### src/rtl/instr_mem_arbiter_if.sv
// instr_mem_arbiter_if: per-core fetch channels plus the shared instruction-memory port.
// Revision: 1.0
`default_nettype none

interface instr_mem_arbiter_if #(
    parameter int num_cores_p = 2
);
    logic [num_cores_p-1:0]       core_valid_i;
    logic [num_cores_p-1:0]       core_ready_o;
    logic [num_cores_p-1:0][31:0] core_addr_i;
    logic [num_cores_p-1:0]       core_valid_o;
    logic [num_cores_p-1:0][31:0] core_rdata_o;
    logic                         mem_valid_o;
    logic                         mem_ready_i;
    logic [31:0]                  mem_addr_o;
    logic                         mem_valid_i;
    logic [31:0]                  mem_rdata_i;
    logic                         err_o;

    modport slave (
        input  core_valid_i, core_addr_i, mem_ready_i, mem_valid_i, mem_rdata_i,
        output core_ready_o, core_valid_o, core_rdata_o, mem_valid_o, mem_addr_o, err_o
    );

    modport master (
        output core_valid_i, core_addr_i, mem_ready_i, mem_valid_i, mem_rdata_i,
        input  core_ready_o, core_valid_o, core_rdata_o, mem_valid_o, mem_addr_o, err_o
    );
endinterface

`default_nettype wire

### src/rtl/instr_mem_arbiter.sv
// instr_mem_arbiter: round-robin fetch arbiter with in-order ID FIFO for response steering.
// Optional macro INSTR_ARB_FIXED_PRIO_EN selects fixed priority (lowest core wins).
// Revision: 1.0
`default_nettype none

module instr_mem_arbiter #(
    parameter int num_cores_p       = 2,
    parameter int max_outstanding_p = 4
) (
    input  wire logic            clk_i,
    input  wire logic            nreset_i,
    instr_mem_arbiter_if.slave   bus
);
    localparam int IDW = (num_cores_p > 1) ? $clog2(num_cores_p) : 1;
    localparam int PW  = (max_outstanding_p > 1) ? $clog2(max_outstanding_p) : 1;
    localparam int CW  = $clog2(max_outstanding_p + 1);
    localparam logic [CW-1:0]  C_FULL     = CW'(max_outstanding_p);
    localparam logic [PW-1:0]  C_PTR_LAST = PW'(max_outstanding_p - 1);
    localparam logic [IDW-1:0] C_ID_LAST  = IDW'(num_cores_p - 1);
    localparam logic [IDW:0]   C_NCORES   = (IDW+1)'(num_cores_p);

    logic [IDW-1:0] search_base;
    logic [IDW-1:0] grant;
    logic [IDW:0]   cand;
    logic           found;
    logic           lock_q;
    logic [IDW-1:0] lock_id_q;
    logic           req_valid;
    logic           full;
    logic           push;
    logic           pop;
    logic [IDW-1:0] head;
    logic [num_cores_p-1:0] resp_onehot;

    logic [IDW-1:0] fifo_mem [max_outstanding_p];
    logic [PW-1:0]  wr_ptr_q;
    logic [PW-1:0]  rd_ptr_q;
    logic [CW-1:0]  count_q;
    logic [num_cores_p-1:0] resp_valid_q;
    logic [31:0]    rdata_q;
    logic           err_q;

`ifdef INSTR_ARB_FIXED_PRIO_EN
    assign search_base = '0;
`else
    logic [IDW-1:0] rr_q;
    assign search_base = rr_q;

    always_ff @(posedge clk_i or negedge nreset_i) begin
        if (!nreset_i) begin
            rr_q <= '0;
        end else if (push) begin
            rr_q <= (grant == C_ID_LAST) ? '0 : grant + IDW'(1);
        end
    end
`endif

    // A pending (locked) grant overrides the search so the address stays stable.
    always_comb begin
        grant = '0;
        found = 1'b0;
        cand  = '0;
        for (int i = 0; i < num_cores_p; i++) begin
            cand = {1'b0, search_base} + (IDW+1)'(i);
            if (cand >= C_NCORES) cand = cand - C_NCORES;
            if (!found && bus.core_valid_i[cand[IDW-1:0]]) begin
                grant = cand[IDW-1:0];
                found = 1'b1;
            end
        end
        if (lock_q) grant = lock_id_q;
    end

    assign full      = (count_q == C_FULL);
    assign req_valid = nreset_i & ~full & (|bus.core_valid_i);
    assign push      = req_valid & bus.mem_ready_i;
    assign pop       = bus.mem_valid_i & (count_q != '0);
    assign head      = fifo_mem[rd_ptr_q];

    assign bus.mem_valid_o = req_valid;
    assign bus.mem_addr_o  = bus.core_addr_i[grant];
    assign bus.core_valid_o = resp_valid_q;
    assign bus.err_o        = err_q;

    always_comb begin
        bus.core_ready_o = '0;
        resp_onehot      = '0;
        for (int c = 0; c < num_cores_p; c++) begin
            bus.core_ready_o[c] = push && (grant == IDW'(c));
            resp_onehot[c]      = pop && (head == IDW'(c));
            bus.core_rdata_o[c] = rdata_q;
        end
    end

    always_ff @(posedge clk_i) begin
        if (push) fifo_mem[wr_ptr_q] <= grant;
    end

    always_ff @(posedge clk_i or negedge nreset_i) begin
        if (!nreset_i) begin
            lock_q       <= 1'b0;
            lock_id_q    <= '0;
            wr_ptr_q     <= '0;
            rd_ptr_q     <= '0;
            count_q      <= '0;
            resp_valid_q <= '0;
            rdata_q      <= '0;
            err_q        <= 1'b0;
        end else begin
            if (push) begin
                lock_q <= 1'b0;
            end else if (req_valid) begin
                lock_q    <= 1'b1;
                lock_id_q <= grant;
            end

            if (push) wr_ptr_q <= (wr_ptr_q == C_PTR_LAST) ? '0 : wr_ptr_q + PW'(1);
            if (pop)  rd_ptr_q <= (rd_ptr_q == C_PTR_LAST) ? '0 : rd_ptr_q + PW'(1);

            case ({push, pop})
                2'b10:   count_q <= count_q + CW'(1);
                2'b01:   count_q <= count_q - CW'(1);
                default: count_q <= count_q;
            endcase

            resp_valid_q <= resp_onehot;
            if (pop) rdata_q <= bus.mem_rdata_i;
            if (bus.mem_valid_i && count_q == '0) err_q <= 1'b1;
        end
    end
endmodule

`default_nettype wire

### src/flat_wrapper.sv
// flat-port wrapper written by rule: the top's interface ports become plain ports
module instr_mem_arbiter_flat 
#(
    parameter int num_cores_p       = 2,
    parameter int max_outstanding_p = 4
)
  (clk_i, nreset_i, bus_core_valid_i, bus_core_addr_i, bus_mem_ready_i, bus_mem_valid_i, bus_mem_rdata_i, bus_core_ready_o, bus_core_valid_o, bus_core_rdata_o, bus_mem_valid_o, bus_mem_addr_o, bus_err_o);
  instr_mem_arbiter_if #(.num_cores_p(num_cores_p)) bus_i ();
  input  wire logic clk_i;
  input  wire logic nreset_i;
  input wire logic [$bits(bus_i.core_valid_i)-1:0] bus_core_valid_i;
  input wire logic [$bits(bus_i.core_addr_i)-1:0] bus_core_addr_i;
  input wire logic [$bits(bus_i.mem_ready_i)-1:0] bus_mem_ready_i;
  input wire logic [$bits(bus_i.mem_valid_i)-1:0] bus_mem_valid_i;
  input wire logic [$bits(bus_i.mem_rdata_i)-1:0] bus_mem_rdata_i;
  output wire logic [$bits(bus_i.core_ready_o)-1:0] bus_core_ready_o;
  output wire logic [$bits(bus_i.core_valid_o)-1:0] bus_core_valid_o;
  output wire logic [$bits(bus_i.core_rdata_o)-1:0] bus_core_rdata_o;
  output wire logic [$bits(bus_i.mem_valid_o)-1:0] bus_mem_valid_o;
  output wire logic [$bits(bus_i.mem_addr_o)-1:0] bus_mem_addr_o;
  output wire logic [$bits(bus_i.err_o)-1:0] bus_err_o;
  assign bus_i.core_valid_i = bus_core_valid_i;
  assign bus_i.core_addr_i = bus_core_addr_i;
  assign bus_i.mem_ready_i = bus_mem_ready_i;
  assign bus_i.mem_valid_i = bus_mem_valid_i;
  assign bus_i.mem_rdata_i = bus_mem_rdata_i;
  assign bus_core_ready_o = bus_i.core_ready_o;
  assign bus_core_valid_o = bus_i.core_valid_o;
  assign bus_core_rdata_o = bus_i.core_rdata_o;
  assign bus_mem_valid_o = bus_i.mem_valid_o;
  assign bus_mem_addr_o = bus_i.mem_addr_o;
  assign bus_err_o = bus_i.err_o;
  instr_mem_arbiter #(.num_cores_p(num_cores_p), .max_outstanding_p(max_outstanding_p)) u_core (.clk_i(clk_i), .nreset_i(nreset_i), .bus(bus_i));
endmodule
### config.mk
export PLATFORM = sky130hd
export DESIGN_NAME = instr_mem_arbiter_flat
export DESIGN_NICKNAME = d
export VERILOG_FILES = /design/src/rtl/instr_mem_arbiter_if.sv /design/src/rtl/instr_mem_arbiter.sv /design/src/flat_wrapper.sv
export SDC_FILE = /design/constraint.sdc
export NUM_CORES = 1
export LEC_CHECK = 0
export CAP_MARGIN = 5
export CORE_UTILIZATION = 31
export DETAILED_ROUTE_END_ITERATION = 12
export PLACE_DENSITY = 0.87
export SYNTH_ARGS = -nofsm -noshare
export SYNTH_HDL_FRONTEND = slang
export SYNTH_SLANG_ARGS = --single-unit
### constraint.sdc
create_clock -name clk_i -period 1.9 [get_ports clk_i]
set_input_delay 0.285 -clock clk_i [delete_from_list [all_inputs] [get_ports clk_i]]
set_output_delay 0.285 -clock clk_i [all_outputs]
set_load 0.01 [all_outputs]
# After elaboration in Yosys (flattened, before gate mapping)
# Memories as Yosys holds them, arrays and structs flattened.
# Index checks and enable logic that the tools add are counted.
# classes
div_mod_pow	0
order_cmp	5
shift	0
muxes	20
n_mul	0
n_eq_ne	5
bitwise_logic	8
reduce_logical	13
n_addsub	8
# op_table
cell	count
two-way mux 32 bit	2
two-way mux 1 bit	15
equality test 2 bit (second input constant)	3
logical AND 1 bit	6
< comparator 1 x 2 -> 1 bit (second input constant)	3
one-hot mux 3 bit (2 select lines)	1
adder 2 x 1 -> 2 bit (second input constant)	2
AND 1 bit	4
two-way mux 2 bit	2
inverter 1 bit	4
nonzero test 2 bit	2
adder 3 x 1 -> 3 bit (second input constant)	1
equality test 3 bit (second input constant)	1
logical NOT 3 bit	1
nonzero test 3 bit	1
subtractor 3 x 1 -> 3 bit (second input constant)	1
adder 1 x 1 -> 2 bit (second input constant)	1
equality test 2 x 1 -> 1 bit (second input constant)	1
greater-or-equal comparator 1 x 2 -> 1 bit (second input constant)	1
greater-or-equal comparator 2 bit (second input constant)	1
AND reduction 2 bit	1
OR reduction 2 bit	1
subtractor 1 bit (second input constant)	2
adder 1 bit (second input constant)	1
logical NOT 1 bit	1
# totals
romBits	0
word_cells	69
regBits	45
out_inout_bits	102
input_bits	102
ramBits	4
latch_bits	0
memories	1
# mem_list
memory	words	word_bits	rd	rd_ports_with_merged_regs	write_ports	line_no	source
u_core.fifo_mem	4	1	1	0	1	instr_mem_arbiter.sv:35	logic [IDW-1:0] fifo_mem [max_outstanding_p];

# Logic depth before layout (Yosys ltp)
# Gate-level depths: netlist of the first run.
# logic_depth
depth_word	11
mapped_depth	10
mapped_depth_nobuf	9

# Least setup slack after synthesis of the first run
# No wires, ideal clock.
# synth_timing
path_kind	reg-to-reg
start	register u_core.count_q[0]
end	register u_core.count_q[2]
synth_period_minus_slack_ps	1961
setup_ps	79
required_ps	1821
path_buffers	0
slack_ps	-61
arrival_ps	1882
path_stages_with_launch	10
path_cell_list	dfrtp_1 nor3b_2 nor3b_4 inv_1 ha_1 inv_1 fa_1 xor2_1 nor2_1 xor2_1
# synth_via
elab_chain_cells	7
elab_cells_between_ends	13
cone_classes	2 x add/sub; 3 x eq/ne; 1 x mux; 5 x bitwise; 2 x reduce/logical
# synth_rtl
element	line_no	source
start: declaration	instr_mem_arbiter.sv:38	logic [CW-1:0] count_q;
start signal: assignment	instr_mem_arbiter.sv:121	2'b10: count_q <= count_q + CW'(1);
start signal: assignment	instr_mem_arbiter.sv:122	2'b01: count_q <= count_q - CW'(1);
start signal: assignment	instr_mem_arbiter.sv:123	default: count_q <= count_q;
equality test 3 bit	instr_mem_arbiter.sv:74	assign full = (count_q == C_FULL);
inverter 1 bit	instr_mem_arbiter.sv:75	assign req_valid = nreset_i & ~full & (|bus.core_valid_i);
AND 1 bit (2 in series)	instr_mem_arbiter.sv:75	
AND 1 bit	instr_mem_arbiter.sv:76	assign push = req_valid & bus.mem_ready_i;
equality test 2 x 1 -> 1 bit or equality test 2 bit (tied branches)	instr_mem_arbiter.sv:120	case ({push, pop})
one-hot mux 3 bit (2 select lines) or nonzero test 2 bit (tied branches)	-	
# Parallel ways exist; a longest one is shown, timed or not.
# A chain may end at the register's enable or synchronous reset.

# Final worst setup path of the first run
# layout_timing
start	register u_core.lock_q
end	output bus_mem_addr_o[10]
# layout_via
elab_chain_cells	3
# layout_rtl
element	line_no	source
start: declaration	instr_mem_arbiter.sv:26	logic lock_q;
start signal: assignment	instr_mem_arbiter.sv:101	lock_q <= 1'b0;
start signal: assignment	instr_mem_arbiter.sv:111	lock_q <= 1'b0;
start signal: assignment	instr_mem_arbiter.sv:113	lock_q <= 1'b1;
two-way mux 1 bit	instr_mem_arbiter.sv:71	if (lock_q) grant = lock_id_q;
two-way mux 32 bit (implied by the code) (2 in series)	instr_mem_arbiter.sv:81	assign bus.mem_addr_o = bus.core_addr_i[grant];
end: declaration	flat_wrapper.sv:20	output wire logic [$bits(bus_i.mem_addr_o)-1:0] bus_mem_addr_o;
# Every way passes these cells. The select of a mux whose other input is x is not followed.

==> flow_metrics.py, run 1 <==
metrics = {
    "run_status": {
        "status": "finished with violations",
        "violations": "setup timing",
    },
    "timing": {
        "finalMaxSlewViolations": 0,
        "finalHoldViolCount": 0,
        "fin_tns_setup_ns": -4.58,
        "fin_crit_sh_pct": 111,
        "skew_ns": 0.00191,
        "tightestPinTransition_ns": 0.578,
        "fmax_ghz": 0.473,
        "slew_headroom_pct": 61.5,
        "setup_ws_ns": -0.213,
        "setup-violations-final": 33,
        "rsz0062_at_grt": "yes",
        "period_needed_ns": 2.11,
        "holdWs_ns": 0.105,
    },
    "final_layout": {
        "final_area_um2": 5090,
        "n_antenna_cell": 0,
        "drive_gt1_share_pct": 33.2,
        "layout.nets": 515,
        "multiInputGateArea_um2": 1260,
        "area_delta_synth_final_pct": 89.0,
        "num-fill-cells": 694,
        "ff_latch_area_um2": 1250,
        "final_common_cell": "clkdlybuf4s50_1",
        "layout_common_cells": "165 x clkdlybuf4s50_1, 44 x dfrtp_1, 28 x buf_6, 24 x mux2_4",
    },
    "clocking": {
        "clk_path_buf_depth": 2,
        "cts_tree": "done",
        "clock_latency_ns": 0.30,
        "clockRootBuffer": "clkbuf_8",
        "cts_sinks": 49,
        "cts_made_buffers": 5,
        "cts.htree.levels": 2,
        "path_clk_slew_ns": 0.09,
    },
    "yosys": {
        "synth-seq-cells": 49,
        "synth_seq_area_share_pct": 46.2,
        "syn_inst": 203,
        "synth_warnings": 0,
        "netlist_area_um2": 2700,
        "ys_types": 27,
        "syn_area_per_cell_um2": 13.3,
        "synth_fp_nets": 312,
    },
    "detailed_routing": {
        "wl_per_cell_um": 17.1,
        "drtAntennaViolNets": 0,
        "drt_iter0_markers": 28,
        "remaining_drc_errors": 0,
        "vias": 2281,
        "route.final.wire_length_um": 8740,
        "vias_per_cell": 4.46,
        "first_pass_iters": 4,
    },
    "placement": {
        "hpwl_um": 6310,
        "placedInstanceArea_um2": 4670,
        "routabilityCongestion": 0.849,
        "portBuffers": 203,
    },
    "floorplan": {
        "die_w_um": 95.3,
        "dieArea_um2": 9070,
        "io-pin-count": 204,
        "initial_utilization_pct": 32.5,
        "fp.coreArea_um2": 8300,
        "rows": 33,
        "fp.dieH_um": 95.3,
    },
    "worst_setup_path": {
        "arrival_ns": 1.83,
        "cp-startpoint": "u_core.lock_q",
        "rr_endpoint": "u_core.count_q[2]",
        "cp_max_fo": 5,
        "cp-endpoint": "bus_mem_addr_o[10]",
        "end_kind": "output pin",
        "ff2ff_setup_slack_ns": 0.07,
        "r2r_cells": 9,
        "start_kind": "register",
        "rr_startpoint": "u_core.count_q[1]",
        "worst-setup-path-type": "register to output pin",
        "cp.required_ns": 1.62,
    },
    "hold_path": {
        "min_path_type": "primary input to asynchronous set/reset pin",
    },
    "global_routing": {
        "grt_pass1_vias": 2308,
        "antenna_found_initial": 0,
        "grt_max_degree": 46,
        "overflow": 0,
        "grtUsageTotal_pct": 18.7,
        "grt_first_pass_wirelength_um": 12500,
    },
    "pwr": {
        "p_per_area_nw_per_um2": 1200,
        "p_leak_uw": 0.00223,
        "ir_worst_vdd_v": 0.000539,
        "total_power_uw": 6100,
    },
    "flow_run": {
        "cap_violations": 0,
    },
}
[logic make-up (layout without fill, tap and decap cells)]
family | Yosys count | after routing | share of synthesized area [%]
AOI/OAI and AO/OA | 6 | 6 | 1.99
xor gates and xnor gates | 3 | 3 | 0.975
buffers and inverters | 47 | 251 | 12.6
muxes | 71 | 71 | 30.0
DFF | 49 | 49 | 46.2
adders and majority gates | 7 | 7 | 3.53
and+or+nand+nor | 20 | 20 | 4.73
[critical path, stage by stage (launching register included)]
cell and delay [ns]:
dfrtp_1 0.39, nand2b_4 0.15, o21ai_4 0.18, buf_4 0.15, buf_8 0.11, buf_4 0.11, mux2_4 0.32, buf_6 0.13
[sequential cells by signal (all words and copies together) (netlist names)]
| register | cells |
|---|---|
| u_core.bus.core_valid_o | 2 |
| u_core.rdata_q | 32 |
| u_core.rr_q | 1 |
| u_core.wr_ptr_q | 2 |
| u_core.lock_q | 1 |
| u_core.count_q | 3 |
| u_core.bus.err_o | 1 |
| u_core.lock_id_q | 1 |
| u_core.fifo_mem | 4 |
| u_core.rd_ptr_q | 2 |
[per-layer routing]
layer	part of all wire (%)	wire length, um	global-route usage, %	up-vias
li1	-	-	-	1065
met1	40	3530	23.5	1126
met2	53	4640	32.9	78
met3	5.3	467	3.27	12
met4	1.2	101	4.92	0
met5	0	0	0	-
[report_power, final]
part / internal (uW) / total [uW] / switching, uW
clock network: 263 / 608 / 345
registers: 1420 / 1690 / 271
logic: 2390 / 3800 / 1400
[cell usage after synthesis, drive strengths merged]
master	instances	area [um^2]
nor3b	2	31.3
o21ai	3	26.3
xor2	2	17.5
mux2i	2	20.0
nor3	3	15.0
buf	39	309
fa	1	20.0
nor2	4	15.0
nand2b	2	12.5
nor2b	3	18.8
mux2	68	766
o31ai	1	12.5
xnor2	1	8.76
ha	6	75.1
a21o	2	15.0
mux4	1	22.5
nand2	1	3.75
and2	5	31.3
inv	8	30.0
dfrtp	45	1130
edfxtp	4	120
[layout make-up]
class / count / share of cell area (%)
well taps: 105 / 2.58
multi-input cells: 107 / 24.7
flip-flops and latches: 49 / 24.5
clock buffers: 6 / 1.42
inverters: 8 / 0.589
repair buffers: 235 / 46.0
clock inverters: 2 / 0.270
[timing repair]
item | in CTS | in global routing
endpoints found under the setup margin | 37 | 35
resized for setup | 169 | 31
gates cloned | 3 | 1
setup buffers | 11 | 7
pin swaps | 8 | 6
hold buffers | 0 | 0
[worst min path at each step]
stage / to / depth (start not counted) / startpoint / slack [ns]
floorplan: u_core.bus.core_valid_o[0] / 0 / nreset_i / -0.01
finish: u_core.count_q[1] / 2 / nreset_i / 0.10
global placement: u_core.bus.err_o / 1 / u_core.bus.err_o / 0.44
detailed placement: u_core.bus.err_o / 1 / u_core.bus.err_o / 0.45
global route: u_core.rdata_q[22] / 2 / nreset_i / 0.14
CTS: u_core.rdata_q[12] / 2 / nreset_i / 0.13
[metrics by stage]
stage	std cells	worst slack [ns]	util [%]
floorplan	203	0.00188	-
global placement	484	-0.494	56.3
detailed placement	484	-0.516	56.3
CTS	506	-0.331	60.8
global route	512	-0.285	61.4
finish	512	-0.213	61.4
Power figures use the tool's default switching activity.
==> run 2: changes to the inputs <==
==> constraint.sdc (replaced) <==
create_clock -name clk_i -period 1.9 [get_ports clk_i]
set_input_delay 0.475 -clock clk_i [delete_from_list [all_inputs] [get_ports clk_i]]
set_output_delay 0.475 -clock clk_i [all_outputs]
set_load 0.01 [all_outputs]
==> flow_metrics.py, run 2 (synthesis gave the netlist of run 1 again) <==
metrics = {
    "final_layout": {
        "layout.nets": 508,
        "final_common_cell": "clkdlybuf4s50_1",
        "num-fill-cells": 631,
        "n_antenna_cell": 0,
        "top_register": "u_core.rdata_q",
        "reg_top3": "u_core.rdata_q (32), u_core.fifo_mem (4), u_core.count_q (3)",
        "stdcell_count": 505,
        "final_util_pct": 61.7,
        "layout_common_cells": "164 x clkdlybuf4s50_1, 44 x dfrtp_1, 34 x buf_6, 32 x mux2_4",
        "area_delta_synth_final_pct": 89.9,
        "largest_reg_flops": 32,
        "drive_gt1_share_pct": 34.3,
    },
    "floorplan": {
        "fp.dieH_um": 95.3,
        "die_w_um": 95.3,
        "initial_utilization_pct": 32.5,
        "dieArea_um2": 9070,
        "fp.coreArea_um2": 8300,
        "io-pin-count": 204,
        "rows": 33,
    },
    "timing": {
        "fin_crit_sh_pct": 119,
        "setup-violations-final": 35,
        "fmax_ghz": 0.441,
        "slew_headroom_pct": 62.3,
        "period_needed_ns": 2.27,
        "holdWs_ns": 0.361,
        "finalMaxSlewViolations": 0,
        "tightestPinTransition_ns": 0.566,
        "skew_ns": 0.0126,
        "setup_ws_ns": -0.367,
        "finalHoldViolCount": 0,
        "rsz0062_at_grt": "yes",
    },
    "clocking": {
        "cts.htree.levels": 2,
        "holdBufCountCts": 0,
        "clock_latency_ns": 0.30,
        "clockRootBuffer": "clkbuf_8",
        "cts_tree": "done",
        "cts_sinks": 49,
        "clk_path_buf_depth": 2,
        "path_clk_slew_ns": 0.10,
        "cts_made_buffers": 5,
    },
    "global_routing": {
        "grtUsageTotal_pct": 16.5,
        "antenna_found_initial": 0,
        "grt_max_degree": 46,
        "grt_pass1_vias": 2430,
        "grt_first_pass_wirelength_um": 11300,
        "overflow": 0,
    },
    "pwr": {
        "p_clk_share_pct": 10.5,
        "pwr-share-seq_pct": 27.9,
        "p_per_area_nw_per_um2": 1180,
        "p_sw_uw": 1980,
        "total_power_uw": 6070,
        "switching_share_pct": 32.7,
        "ir_worst_vdd_v": 0.000637,
        "internal_power_uw": 4080,
        "comb_power_share_pct": 61.6,
        "p_leak_uw": 0.00224,
    },
    "detailed_routing": {
        "first_pass_iters": 4,
        "drtAntennaViolNets": 0,
        "vias_per_cell": 4.58,
        "vias": 2313,
        "remaining_drc_errors": 0,
        "wl_per_cell_um": 15.4,
        "drt_iter0_markers": 30,
        "route.final.wire_length_um": 7760,
    },
    "placement": {
        "routabilityCongestion": 0.778,
        "pre_cts_ws_ns": -0.913,
        "placed_cells": 488,
        "portBuffers": 203,
        "hpwl_um": 5720,
    },
    "worst_setup_path": {
        "path_cells": "nand2b_4 -> o21ai_4 -> buf_12 -> buf_8 -> mux2_4 -> buf_6",
        "critPathMaxStageDelay_ns": 0.41,
        "worst-setup-path-type": "register to output pin",
        "cp.required_ns": 1.42,
        "cp_slowest_cell": "dfrtp_1",
        "start_kind": "register",
        "cp_max_fo": 7,
        "end_kind": "output pin",
        "arrival_ns": 1.79,
        "cp-startpoint": "u_core.lock_q",
        "r2r_cells": 10,
        "rr_startpoint": "u_core.count_q[1]",
    },
    "run_status": {
        "status": "finished with violations",
        "violations": "setup timing",
    },
    "flow_run": {
        "cap_violations": 0,
    },
    "hold_path": {
        "min_path_type": "primary input to asynchronous set/reset pin",
    },
}
## run 2: cell count changes in the layout (fill, tap and decap cells not counted), moves of 2 or more
cell	previous run	this run
buf_4	22	16
buf_6	28	34
buf_12	1	3
mux2_4	24	32
mux2_2	22	18
dlygate4sd2_1	3	1
mux2_1	22	18
clkbuf_2	8	2
## run 2: layout make-up
type                       instances  area (um^2)  area share (%)
clock buffer                       6         82.6            1.61
timing repair buffer             228         2320            45.2
multi-input combinational        107         1300            25.3
clock inverter                     2         13.8           0.269
tap                              105          131            2.57
inverter                           8         32.5           0.635
sequential                        49         1250            24.4
## run 2: what timing repair did
item,in CTS,in global routing
resized for setup,230,5
pin swaps,10,5
buffers inserted,9,2
cloned,3,0
endpoints found under the setup margin,37,37
## run 2: worst paths after layout
check | endpoint | slack [ns]
setup / recovery | bus_mem_addr_o[7] | -0.37
hold / removal | u_core.rdata_q[9] | 0.36
setup reg to reg | u_core.count_q[2] | -0.02
hold reg to reg | u_core.bus.err_o | 0.46
max in group asynchronous | u_core.count_q[0] | 1.14
min in group clk_i | u_core.bus.err_o | 0.46
## run 2: routing by layer
| metal | track usage, % | vias up | share of wire [%] |
|---|---|---|---|
| li1 | - | 1056 | - |
| met2 | 32.7 | 151 | 54 |
| met4 | 5.56 | 0 | 2.2 |
| met5 | 0 | - | 0 |
| met3 | 4.86 | 13 | 11 |
| met1 | 16.0 | 1093 | 33 |
## run 2: stage by stage
step / instance area (um^2) / TNS, ns
floorplan: 2720 / 0
finish: 5120 / -11.17
global route: 5120 / -13.12
CTS: 5190 / -11.10
detailed placement: 4710 / -37.17
global placement: 4710 / -34.67
## run 2: critical path: cells and delay by family, from the launching register on
| kind | cells | cell delay (ns) |
|---|---|---|
| mux | 1 | 0.31 |
| simple gates | 1 | 0.16 |
| buf+inv | 3 | 0.42 |
| compound gates | 1 | 0.18 |
| flops | 1 | 0.41 |
## run 2: power groups by stage
stage                     Clock, uW  Sequential (uW)  Combinational (uW)
after floorplan                   0             1800                1600
after global placement            0             1690                3150
after detailed placement          0             1710                3230
after CTS                       661             1700                3890
after global routing            714             1750                3990
final                           635             1690                3740
